File: src/rtl/alu_pkg.sv
// Opcode map, FSM state encoding and opcode classification for the
// multi-cycle Mips32 ALU.
package alu_pkg;

    localparam logic [4:0] OP_ADD   = 5'd0;
    localparam logic [4:0] OP_SUB   = 5'd1;
    localparam logic [4:0] OP_AND   = 5'd2;
    localparam logic [4:0] OP_OR    = 5'd3;
    localparam logic [4:0] OP_XOR   = 5'd4;
    localparam logic [4:0] OP_NOR   = 5'd5;
    localparam logic [4:0] OP_SLT   = 5'd6;
    localparam logic [4:0] OP_SLTU  = 5'd7;
    localparam logic [4:0] OP_SLL   = 5'd8;
    localparam logic [4:0] OP_SRL   = 5'd9;
    localparam logic [4:0] OP_SRA   = 5'd10;
    localparam logic [4:0] OP_BNE   = 5'd11;
    localparam logic [4:0] OP_LUI   = 5'd12;
    localparam logic [4:0] OP_BEQ   = 5'd13;
    localparam logic [4:0] OP_MUL   = 5'd16;
    localparam logic [4:0] OP_MULHU = 5'd17;
    localparam logic [4:0] OP_DIVU  = 5'd18;
    localparam logic [4:0] OP_REMU  = 5'd19;

    typedef logic [1:0] state_t;

    localparam state_t ST_IDLE = 2'd0;
    localparam state_t ST_BUSY = 2'd1;
    localparam state_t ST_DONE = 2'd2;

    function automatic logic is_multicycle(input logic [4:0] op);
        return (op == OP_MUL) || (op == OP_MULHU) || (op == OP_DIVU) || (op == OP_REMU);
    endfunction

endpackage

File: src/rtl/alu_muldiv_iter.sv
// Iterative unsigned shift-add multiplier / restoring divider, one bit per cycle.
// For multiply hi:lo is the product; for divide hi is the remainder, lo the quotient.
module alu_muldiv_iter
    import alu_pkg::*;
#(
    parameter int WIDTH = 32
) (
    input  logic             clk,
    input  logic             rst_n,
    input  logic             start,
    input  logic             abort,
    input  logic             div_mode,
    input  logic [WIDTH-1:0] a,
    input  logic [WIDTH-1:0] b,
    output logic             done,
    output logic [WIDTH-1:0] hi,
    output logic [WIDTH-1:0] lo
);

    localparam int CW = $clog2(WIDTH + 1);

    logic [WIDTH-1:0] acc_hi, acc_lo, opb;
    logic             is_div, running;
    logic [CW-1:0]    cnt;

    logic [WIDTH-1:0] src_hi, src_lo, src_b, nxt_hi, nxt_lo;
    logic             src_div;
    logic [WIDTH:0]   sum, shifted;

    // The first step is taken straight from the operands on the start edge, so
    // the remaining WIDTH-1 steps finish one cycle before the FSM leaves BUSY.
    always_comb begin
        src_hi  = start ? '0       : acc_hi;
        src_lo  = start ? a        : acc_lo;
        src_b   = start ? b        : opb;
        src_div = start ? div_mode : is_div;
        sum     = '0;
        shifted = '0;
        nxt_hi  = src_hi;
        nxt_lo  = src_lo;
        if (src_div) begin
            shifted = {src_hi, src_lo[WIDTH-1]};
            if (shifted >= {1'b0, src_b}) begin
                nxt_hi = WIDTH'(shifted - {1'b0, src_b});
                nxt_lo = {src_lo[WIDTH-2:0], 1'b1};
            end else begin
                nxt_hi = shifted[WIDTH-1:0];
                nxt_lo = {src_lo[WIDTH-2:0], 1'b0};
            end
        end else begin
            sum    = {1'b0, src_hi} + (src_lo[0] ? {1'b0, src_b} : {(WIDTH+1){1'b0}});
            nxt_hi = sum[WIDTH:1];
            nxt_lo = {sum[0], src_lo[WIDTH-1:1]};
        end
    end

    always_ff @(posedge clk or negedge rst_n) begin
        if (!rst_n) begin
            acc_hi  <= '0;
            acc_lo  <= '0;
            opb     <= '0;
            is_div  <= 1'b0;
            running <= 1'b0;
            cnt     <= '0;
        end else if (abort) begin
            running <= 1'b0;
            cnt     <= '0;
        end else if (start) begin
            acc_hi  <= nxt_hi;
            acc_lo  <= nxt_lo;
            opb     <= b;
            is_div  <= div_mode;
            running <= 1'b1;
            cnt     <= CW'(1);
        end else if (running && (cnt != CW'(WIDTH))) begin
            acc_hi <= nxt_hi;
            acc_lo <= nxt_lo;
            cnt    <= cnt + CW'(1);
        end
    end

    assign done = running && (cnt == CW'(WIDTH));
    assign hi   = acc_hi;
    assign lo   = acc_lo;

endmodule

File: src/rtl/alu_mc.sv
// Multi-cycle ALU top: handshake FSM plus single-cycle datapath.
// Define ALU_MULDIV_EN to build in the iterative mul/mulhu/divu/remu unit.
module alu_mc
    import alu_pkg::*;
#(
    parameter int WIDTH = 32,
    parameter int SHW   = $clog2(WIDTH)
) (
    input  logic             clk,
    input  logic             rst_n,
    input  logic             in_valid,
    output logic             in_ready,
    input  logic [4:0]       op,
    input  logic [WIDTH-1:0] a,
    input  logic [WIDTH-1:0] b,
    input  logic             flush,
    output logic             out_valid,
    input  logic             out_ready,
    output logic [WIDTH-1:0] result,
    output logic             br_taken,
    output logic             illegal
);

    state_t           state;
    logic [WIDTH-1:0] alu_res;
    logic             alu_br, alu_ill;
    logic [SHW-1:0]   shamt;

    assign shamt = a[SHW-1:0];

    // Opcodes 16-19 fall through to illegal here; with the iterative unit
    // built in they are diverted to BUSY before this result is used.
    always_comb begin
        alu_res = '0;
        alu_br  = 1'b0;
        alu_ill = 1'b0;
        case (op)
            OP_ADD:  alu_res = a + b;
            OP_SUB:  alu_res = a - b;
            OP_AND:  alu_res = a & b;
            OP_OR:   alu_res = a | b;
            OP_XOR:  alu_res = a ^ b;
            OP_NOR:  alu_res = ~(a | b);
            OP_SLT:  alu_res = WIDTH'($signed(a) < $signed(b));
            OP_SLTU: alu_res = WIDTH'(a < b);
            OP_SLL:  alu_res = b << shamt;
            OP_SRL:  alu_res = b >> shamt;
            OP_SRA:  alu_res = $signed(b) >>> shamt;
            OP_BNE:  alu_br  = (a != b);
            OP_LUI:  alu_res = b << (WIDTH / 2);
            OP_BEQ:  alu_br  = (a == b);
            default: alu_ill = 1'b1;
        endcase
    end

`ifdef ALU_MULDIV_EN
    logic             md_done, sel_hi;
    logic [WIDTH-1:0] md_hi, md_lo;

    alu_muldiv_iter #(.WIDTH(WIDTH)) u_muldiv (
        .clk      (clk),
        .rst_n    (rst_n),
        .start    ((state == ST_IDLE) && in_valid && !flush && is_multicycle(op)),
        .abort    (flush),
        .div_mode (op[1]),
        .a        (a),
        .b        (b),
        .done     (md_done),
        .hi       (md_hi),
        .lo       (md_lo)
    );
`endif

    always_ff @(posedge clk or negedge rst_n) begin
        if (!rst_n) begin
            state    <= ST_IDLE;
            result   <= '0;
            br_taken <= 1'b0;
            illegal  <= 1'b0;
`ifdef ALU_MULDIV_EN
            sel_hi   <= 1'b0;
`endif
        end else if (flush) begin
            state    <= ST_IDLE;
            result   <= '0;
            br_taken <= 1'b0;
            illegal  <= 1'b0;
        end else begin
            case (state)
                ST_IDLE: begin
                    if (in_valid) begin
`ifdef ALU_MULDIV_EN
                        if (is_multicycle(op)) begin
                            state  <= ST_BUSY;
                            sel_hi <= op[0];
                        end else
`endif
                        begin
                            state    <= ST_DONE;
                            result   <= alu_res;
                            br_taken <= alu_br;
                            illegal  <= alu_ill;
                        end
                    end
                end
`ifdef ALU_MULDIV_EN
                ST_BUSY: begin
                    if (md_done) begin
                        state    <= ST_DONE;
                        result   <= sel_hi ? md_hi : md_lo;
                        br_taken <= 1'b0;
                        illegal  <= 1'b0;
                    end
                end
`endif
                ST_DONE: begin
                    if (out_ready) state <= ST_IDLE;
                end
                default: state <= ST_IDLE;
            endcase
        end
    end

    assign in_ready  = (state == ST_IDLE);
    assign out_valid = (state == ST_DONE);

endmodule

File: config.mk
export PLATFORM = sky130hd
export DESIGN_NAME = alu_mc
export DESIGN_NICKNAME = d
export VERILOG_FILES = /design/src/rtl/alu_pkg.sv /design/src/rtl/alu_muldiv_iter.sv /design/src/rtl/alu_mc.sv
export SDC_FILE = /design/constraint.sdc
export NUM_CORES = 1
export LEC_CHECK = 0
export ABC_AREA = 0
export CAP_MARGIN = 20
export CELL_PAD_IN_SITES_DETAIL_PLACEMENT = 1
export CELL_PAD_IN_SITES_GLOBAL_PLACEMENT = 1
export CORE_MARGIN = 5
export CORE_UTILIZATION = 39
export CTS_BUF_LIST = sky130_fd_sc_hd__clkbuf_16
export DETAILED_ROUTE_END_ITERATION = 6
export GPL_ROUTABILITY_DRIVEN = 0
export PLACE_DENSITY_LB_ADDON = 0.1
export SLEW_MARGIN = 10
export SYNTH_ARGS = -nofsm -noshare
export SYNTH_HDL_FRONTEND = slang
export SYNTH_SLANG_ARGS = --single-unit
File: constraint.sdc
create_clock -name clk -period 1.8 [get_ports clk]
set_input_delay 0.18 -clock clk [delete_from_list [all_inputs] [get_ports clk]]
set_output_delay 0.18 -clock clk [all_outputs]
set_load 0.02 [all_outputs]
==> results of run 1 <==
==> per-layer routing <==
| layer | global-route usage [%] | GRT overflow |
|---|---|---|
| met5 | 4.65 | 0 |
| met4 | 66.9 | 41 |
| met3 | 43.7 | 1 |
| met2 | 89.1 | 53 |
| met1 | 67.5 | 1 |
==> metrics by stage <==
stage	instance area (um2)	instances	utilization [%]
after global placement	16100	2383	60.5
after floorplan	10900	1482	-
after CTS	18400	2460	69.2
after detailed placement	16100	2383	60.5
==> timing repair <==
action / in CTS
hold buffers: 1
gates resized for setup: 514
endpoints found under the hold margin: 35
pin swaps: 148
setup endpoints to repair: 34
setup buffers: 70
==> cells by family after synthesis <==
family,count (synthesis)
AOI/OAI and AO/OA,540
and+or+nand+nor,456
buffers and inverters,215
muxes,112
adders and majority gates,105
DFF,35
xor gates and xnor gates,19
==> impl_metrics.env, run 1 <==
export IMPL_error_line="[ERROR GRT-0116] Global routing finished with congestion. Check the congestion regions in the DRC Viewer."
export IMPL_synth_warnings=0
export IMPL_grt_pass1_wl_um=154000
export IMPL_die_height_um=174
export IMPL_num_rows=60
export IMPL_root_buffer="clkbuf_16"
export IMPL_yosys_area_top_type="ha_1"
export IMPL_synthSimpleGateAreaFrac_pct=19.3
export IMPL_synth_edf_count=0
export IMPL_grt_max_degree=51
export IMPL_synth_top_area_share_pct=12.3
export IMPL_yosysSeqAreaShare_pct=8.37
export IMPL_synth_ff_type="dfrtp_1"
export IMPL_clock_sinks=35
export IMPL_dp_hpwl_um=56200
export IMPL_synthTopCellsByArea="ha_1 (12%), dfrtp_1 (8.4%), a21oi_1 (7.0%)"
export IMPL_avgSynthCellArea_um2=7.06
export IMPL_io_buffers=109
export IMPL_syn_instance_count=1482
export IMPL_synth_ff_latch_count=35
export IMPL_pre_cts_ws_ns=-1.68
export IMPL_synth_cell_type_count=87
export IMPL_synth_xor_area_share_pct=1.59
export IMPL_grt_pass1_vias=22036
export IMPL_yosysMostFrequentCell="nor2_1"
export IMPL_cts_max_level=2
export IMPL_ios=110
export IMPL_synth_adder_area_share_pct=12.7
export IMPL_clk_path_buf_depth=2
export IMPL_synth_compound_area_share_pct=35.0
export IMPL_synth_top_family_by_area="compound AO/OA/AOI/OAI gates"
export IMPL_synth_async_reset_ratio_pct=100
export IMPL_status="stopped before the end"
export IMPL_stop_stage="global routing"
export IMPL_overflow=96
export IMPL_synth_area_um2=10500
export IMPL_start_util_pct=39.3
export IMPL_die_x_um=174
export IMPL_grt_use_total_pct=66.7
export IMPL_synth_top_cells_by_count="nor2_1 (167), nand2_1 (158), a21oi_1 (146)"
export IMPL_synthMuxAreaShare_pct=14.5
export IMPL_cts_buffers=5
export IMPL_syn_num_nets=1661
==> run 2: changes to the inputs <==
--- a/config.mk
+++ b/config.mk
@@ -7,14 +7,11 @@
 export LEC_CHECK = 0
 export ABC_AREA = 0
 export CAP_MARGIN = 20
-export CELL_PAD_IN_SITES_DETAIL_PLACEMENT = 1
-export CELL_PAD_IN_SITES_GLOBAL_PLACEMENT = 1
 export CORE_MARGIN = 5
-export CORE_UTILIZATION = 39
-export CTS_BUF_LIST = sky130_fd_sc_hd__clkbuf_16
+export CORE_UTILIZATION = 24
 export DETAILED_ROUTE_END_ITERATION = 6
 export GPL_ROUTABILITY_DRIVEN = 0
-export PLACE_DENSITY_LB_ADDON = 0.1
+export PLACE_DENSITY_LB_ADDON = 0.15
 export SLEW_MARGIN = 10
 export SYNTH_ARGS = -nofsm -noshare
 export SYNTH_HDL_FRONTEND = slang
==> constraint.sdc (replaced) <==
create_clock -name clk -period 2.3 [get_ports clk]
set_input_delay 0.23 -clock clk [delete_from_list [all_inputs] [get_ports clk]]
set_output_delay 0.23 -clock clk [all_outputs]
set_load 0.02 [all_outputs]
==> impl_metrics.env, run 2 <==
export IMPL_internal_power_w=0.00313
export IMPL_clk_pin_slew_ns=0.07
export IMPL_final_cell_mix="buf_4 (573), nand2_1 (150), nor2_1 (144)"
export IMPL_avgSynthCellArea_um2=7.06
export IMPL_period_minus_slack_ns=2.48
export IMPL_start_kind="input port"
export IMPL_timing_rr_start="state[1]"
export IMPL_clk_path_buf_depth=2
export IMPL_crit_cells=15
export IMPL_route_detailed_drc=8
export IMPL_timing_rr_end="result[27]"
export IMPL_ff2ff_path_depth=8
export IMPL_path_max_fanout=4
export IMPL_yosysMostFrequentCell="nor2_1"
export IMPL_synth_area_um2=10500
export IMPL_clock_sinks=35
export IMPL_status="finished with violations"
export IMPL_root_buffer="clkbuf_16"
export IMPL_antenna_found_initial=1
export IMPL_post_route_period_util_pct=108
export IMPL_switching_share_pct=45.3
export IMPL_setup_viol=20
export IMPL_rsz0062_at_grt="yes"
export IMPL_cts_max_level=2
export IMPL_ios=110
export IMPL_seqCellArea_um2=876
export IMPL_areaGrowthSynthToFinish_pct=84.5
export IMPL_placed_cell_area_um2=16600
export IMPL_synth_ff_type="dfrtp_1"
export IMPL_yosys_area_top_type="ha_1"
export IMPL_p_per_area_nw_per_um2=297
export IMPL_multi_input_area_um2=10500
export IMPL_synth_top_cells_by_count="nor2_1 (167), nand2_1 (158), a21oi_1 (146)"
export IMPL_drive_gt1_share_pct=50.0
export IMPL_p_clk_share_pct=13.6
export IMPL_cts_tree="yes"
export IMPL_grt_pass1_vias=14825
export IMPL_max_stage_delay_ns=0.40
export IMPL_n_fill_cell=4329
export IMPL_startpoint="a[0]"
export IMPL_skew_ns=0.00787
export IMPL_start_util_pct=24.3
export IMPL_p_seq_share_pct=11.3
export IMPL_end_kind="flip-flop"
export IMPL_drtPass1Iterations=7
export IMPL_cp_required_ns=2.50
export IMPL_finalWirelength_um=66700
export IMPL_diodes=0
export IMPL_cpLargestDelayFamily="compound AO/OA/AOI/OAI gates"
export IMPL_peakVddDrop_v=0.000216
export IMPL_grt_max_degree=50
export IMPL_finalSetupTns_ns=-1.91
export IMPL_worst_path_buf_inv=5
export IMPL_worstSetupPathType="in2reg"
export IMPL_tightest_slew_ns=0.593
export IMPL_p_leak_nw=8.61
export IMPL_synth_ff_latch_count=35
export IMPL_detail_route_antenna_nets=0
export IMPL_wire_per_inst_um=24.4
export IMPL_dr_first_iter_drc_count=1406
export IMPL_synthTopCellsByArea="ha_1 (12%), dfrtp_1 (8.4%), a21oi_1 (7.0%)"
export IMPL_syn_num_nets=1661
export IMPL_finalNonFillerCells=2730
export IMPL_io_buffers=109
export IMPL_p_switching_w=0.00259
export IMPL_setup_ws_ns=-0.179
export IMPL_maxSlewViolCount=0
export IMPL_clock_fmax_mhz=403
export IMPL_path_cells="buf_12, buf_8, inv_6, ha_4, inv_4, fa_2, a21oi_4, o21bai_4, a2111oi_4, buf_4, nor3_4, o22ai_4, mux2i_1, a221oi_2, nor2_1"
export IMPL_insertion_delay_ns=0.32
export IMPL_synth_edf_count=0
export IMPL_slowest_stage="a2111oi_4"
export IMPL_die_height_um=219
export IMPL_final_cell_area_um2=19300
export IMPL_synth_async_reset_ratio_pct=100
export IMPL_endpoint="result[28]"
export IMPL_synth_top_area_share_pct=12.3
export IMPL_dp_hpwl_um=53100
export IMPL_synth_warnings=0
export IMPL_arrival_ns=2.68
export IMPL_cts_buffers=5
export IMPL_cap_violations=0
export IMPL_largest_reg_flops=32
export IMPL_slew_headroom_pct=60.5
export IMPL_synth_cell_type_count=87
export IMPL_r2r_slack_ns=0.24
export IMPL_hold_path_class="in2async"
export IMPL_violations="design-rule violations, negative setup slack"
export IMPL_pre_cts_ws_ns=-1.16
export IMPL_avgViaCountPerCell=5.52
export IMPL_die_area_um2=47900
export IMPL_final_common_cell="buf_4"
export IMPL_yosysSeqAreaShare_pct=8.37
export IMPL_p_total_w=0.00572
export IMPL_overflow=0
export IMPL_num_rows=76
export IMPL_die_x_um=219
export IMPL_report_final_hold_viol_count=0
export IMPL_grt_use_total_pct=26.8
export IMPL_syn_instance_count=1482
export IMPL_vias=15081
export IMPL_p_comb_share_pct=75.0
export IMPL_nets=2324
export IMPL_grt_pass1_wl_um=96900
export IMPL_top_register="result"
export IMPL_core_um2=43100
export IMPL_dp_cells=2647
-- run 2: cell counts after synthesis --
No cell type changed its count.
-- run 2: routing by layer --
metal	track usage, %	share of wire (%)	vias up
met1	34.7	41	7322
met2	42.9	45	714
met5	0	0.010	-
met3	4.39	8.0	183
li1	-	-	6860
met4	13.9	6.9	2
-- run 2: through the flow --
stage	hold WS, ns	util, %
after floorplan	-0.0656	-
after global placement	0.152	38.6
after detailed placement	0.150	38.6
after CTS	0.360	43.1
after global routing	0.407	44.8
final	0.362	44.8
-- run 2: worst min-delay path by stage --
stage,depth (start not counted),from,slack [ns],endpoint
floorplan,0,rst_n,-0.07,br_taken
finish,2,rst_n,0.36,result[28]
global placement,1,rst_n,0.15,result[28]
CTS,2,rst_n,0.36,result[28]
global route,2,rst_n,0.41,result[28]
detailed placement,1,rst_n,0.15,result[28]
-- run 2: cell type report --
type                    instances  area share, %
multi-input cells            1232           54.3
repair buffers                774           34.4
flip-flops and latches         35           4.54
well taps                     585           3.79
inverters                      97           2.16
clock buffers                   6          0.720
clock inverters                 1         0.0259
-- run 2: power by group through the flow --
stage / sequential, W / combinational, W / clock [W]
global placement: 0.000660 / 0.00351 / 0
CTS: 0.000649 / 0.00401 / 0.000790
finish: 0.000649 / 0.00429 / 0.000781
detailed placement: 0.000660 / 0.00351 / 0
global route: 0.000651 / 0.00452 / 0.000809
floorplan: 0.000675 / 0.00165 / 0
-- run 2: cells by family (layout without fill, tap and decap cells) --
group / Yosys count / after routing / synth area share, %
flops: 35 / 35 / 8.37
simple gates: 456 / 456 / 19.3
mux: 112 / 112 / 14.5
fa+ha+maj: 105 / 105 / 12.7
buf+inv: 215 / 878 / 8.58
xor+xnor: 19 / 19 / 1.59
compound gates: 540 / 540 / 35.0
-- run 2: repair_timing --
item / 4_1_cts / 5_1_grt
endpoints found under the setup margin: 33 / 33
setup buffers: 53 / 35
gates resized for setup: 445 / 165
hold buffers: 1 / 0
hold endpoints to repair: 10 / 0
pin swaps: 146 / 84
cloned: 1 / 0
No activity file was read; power rests on OpenSTA's default activity.
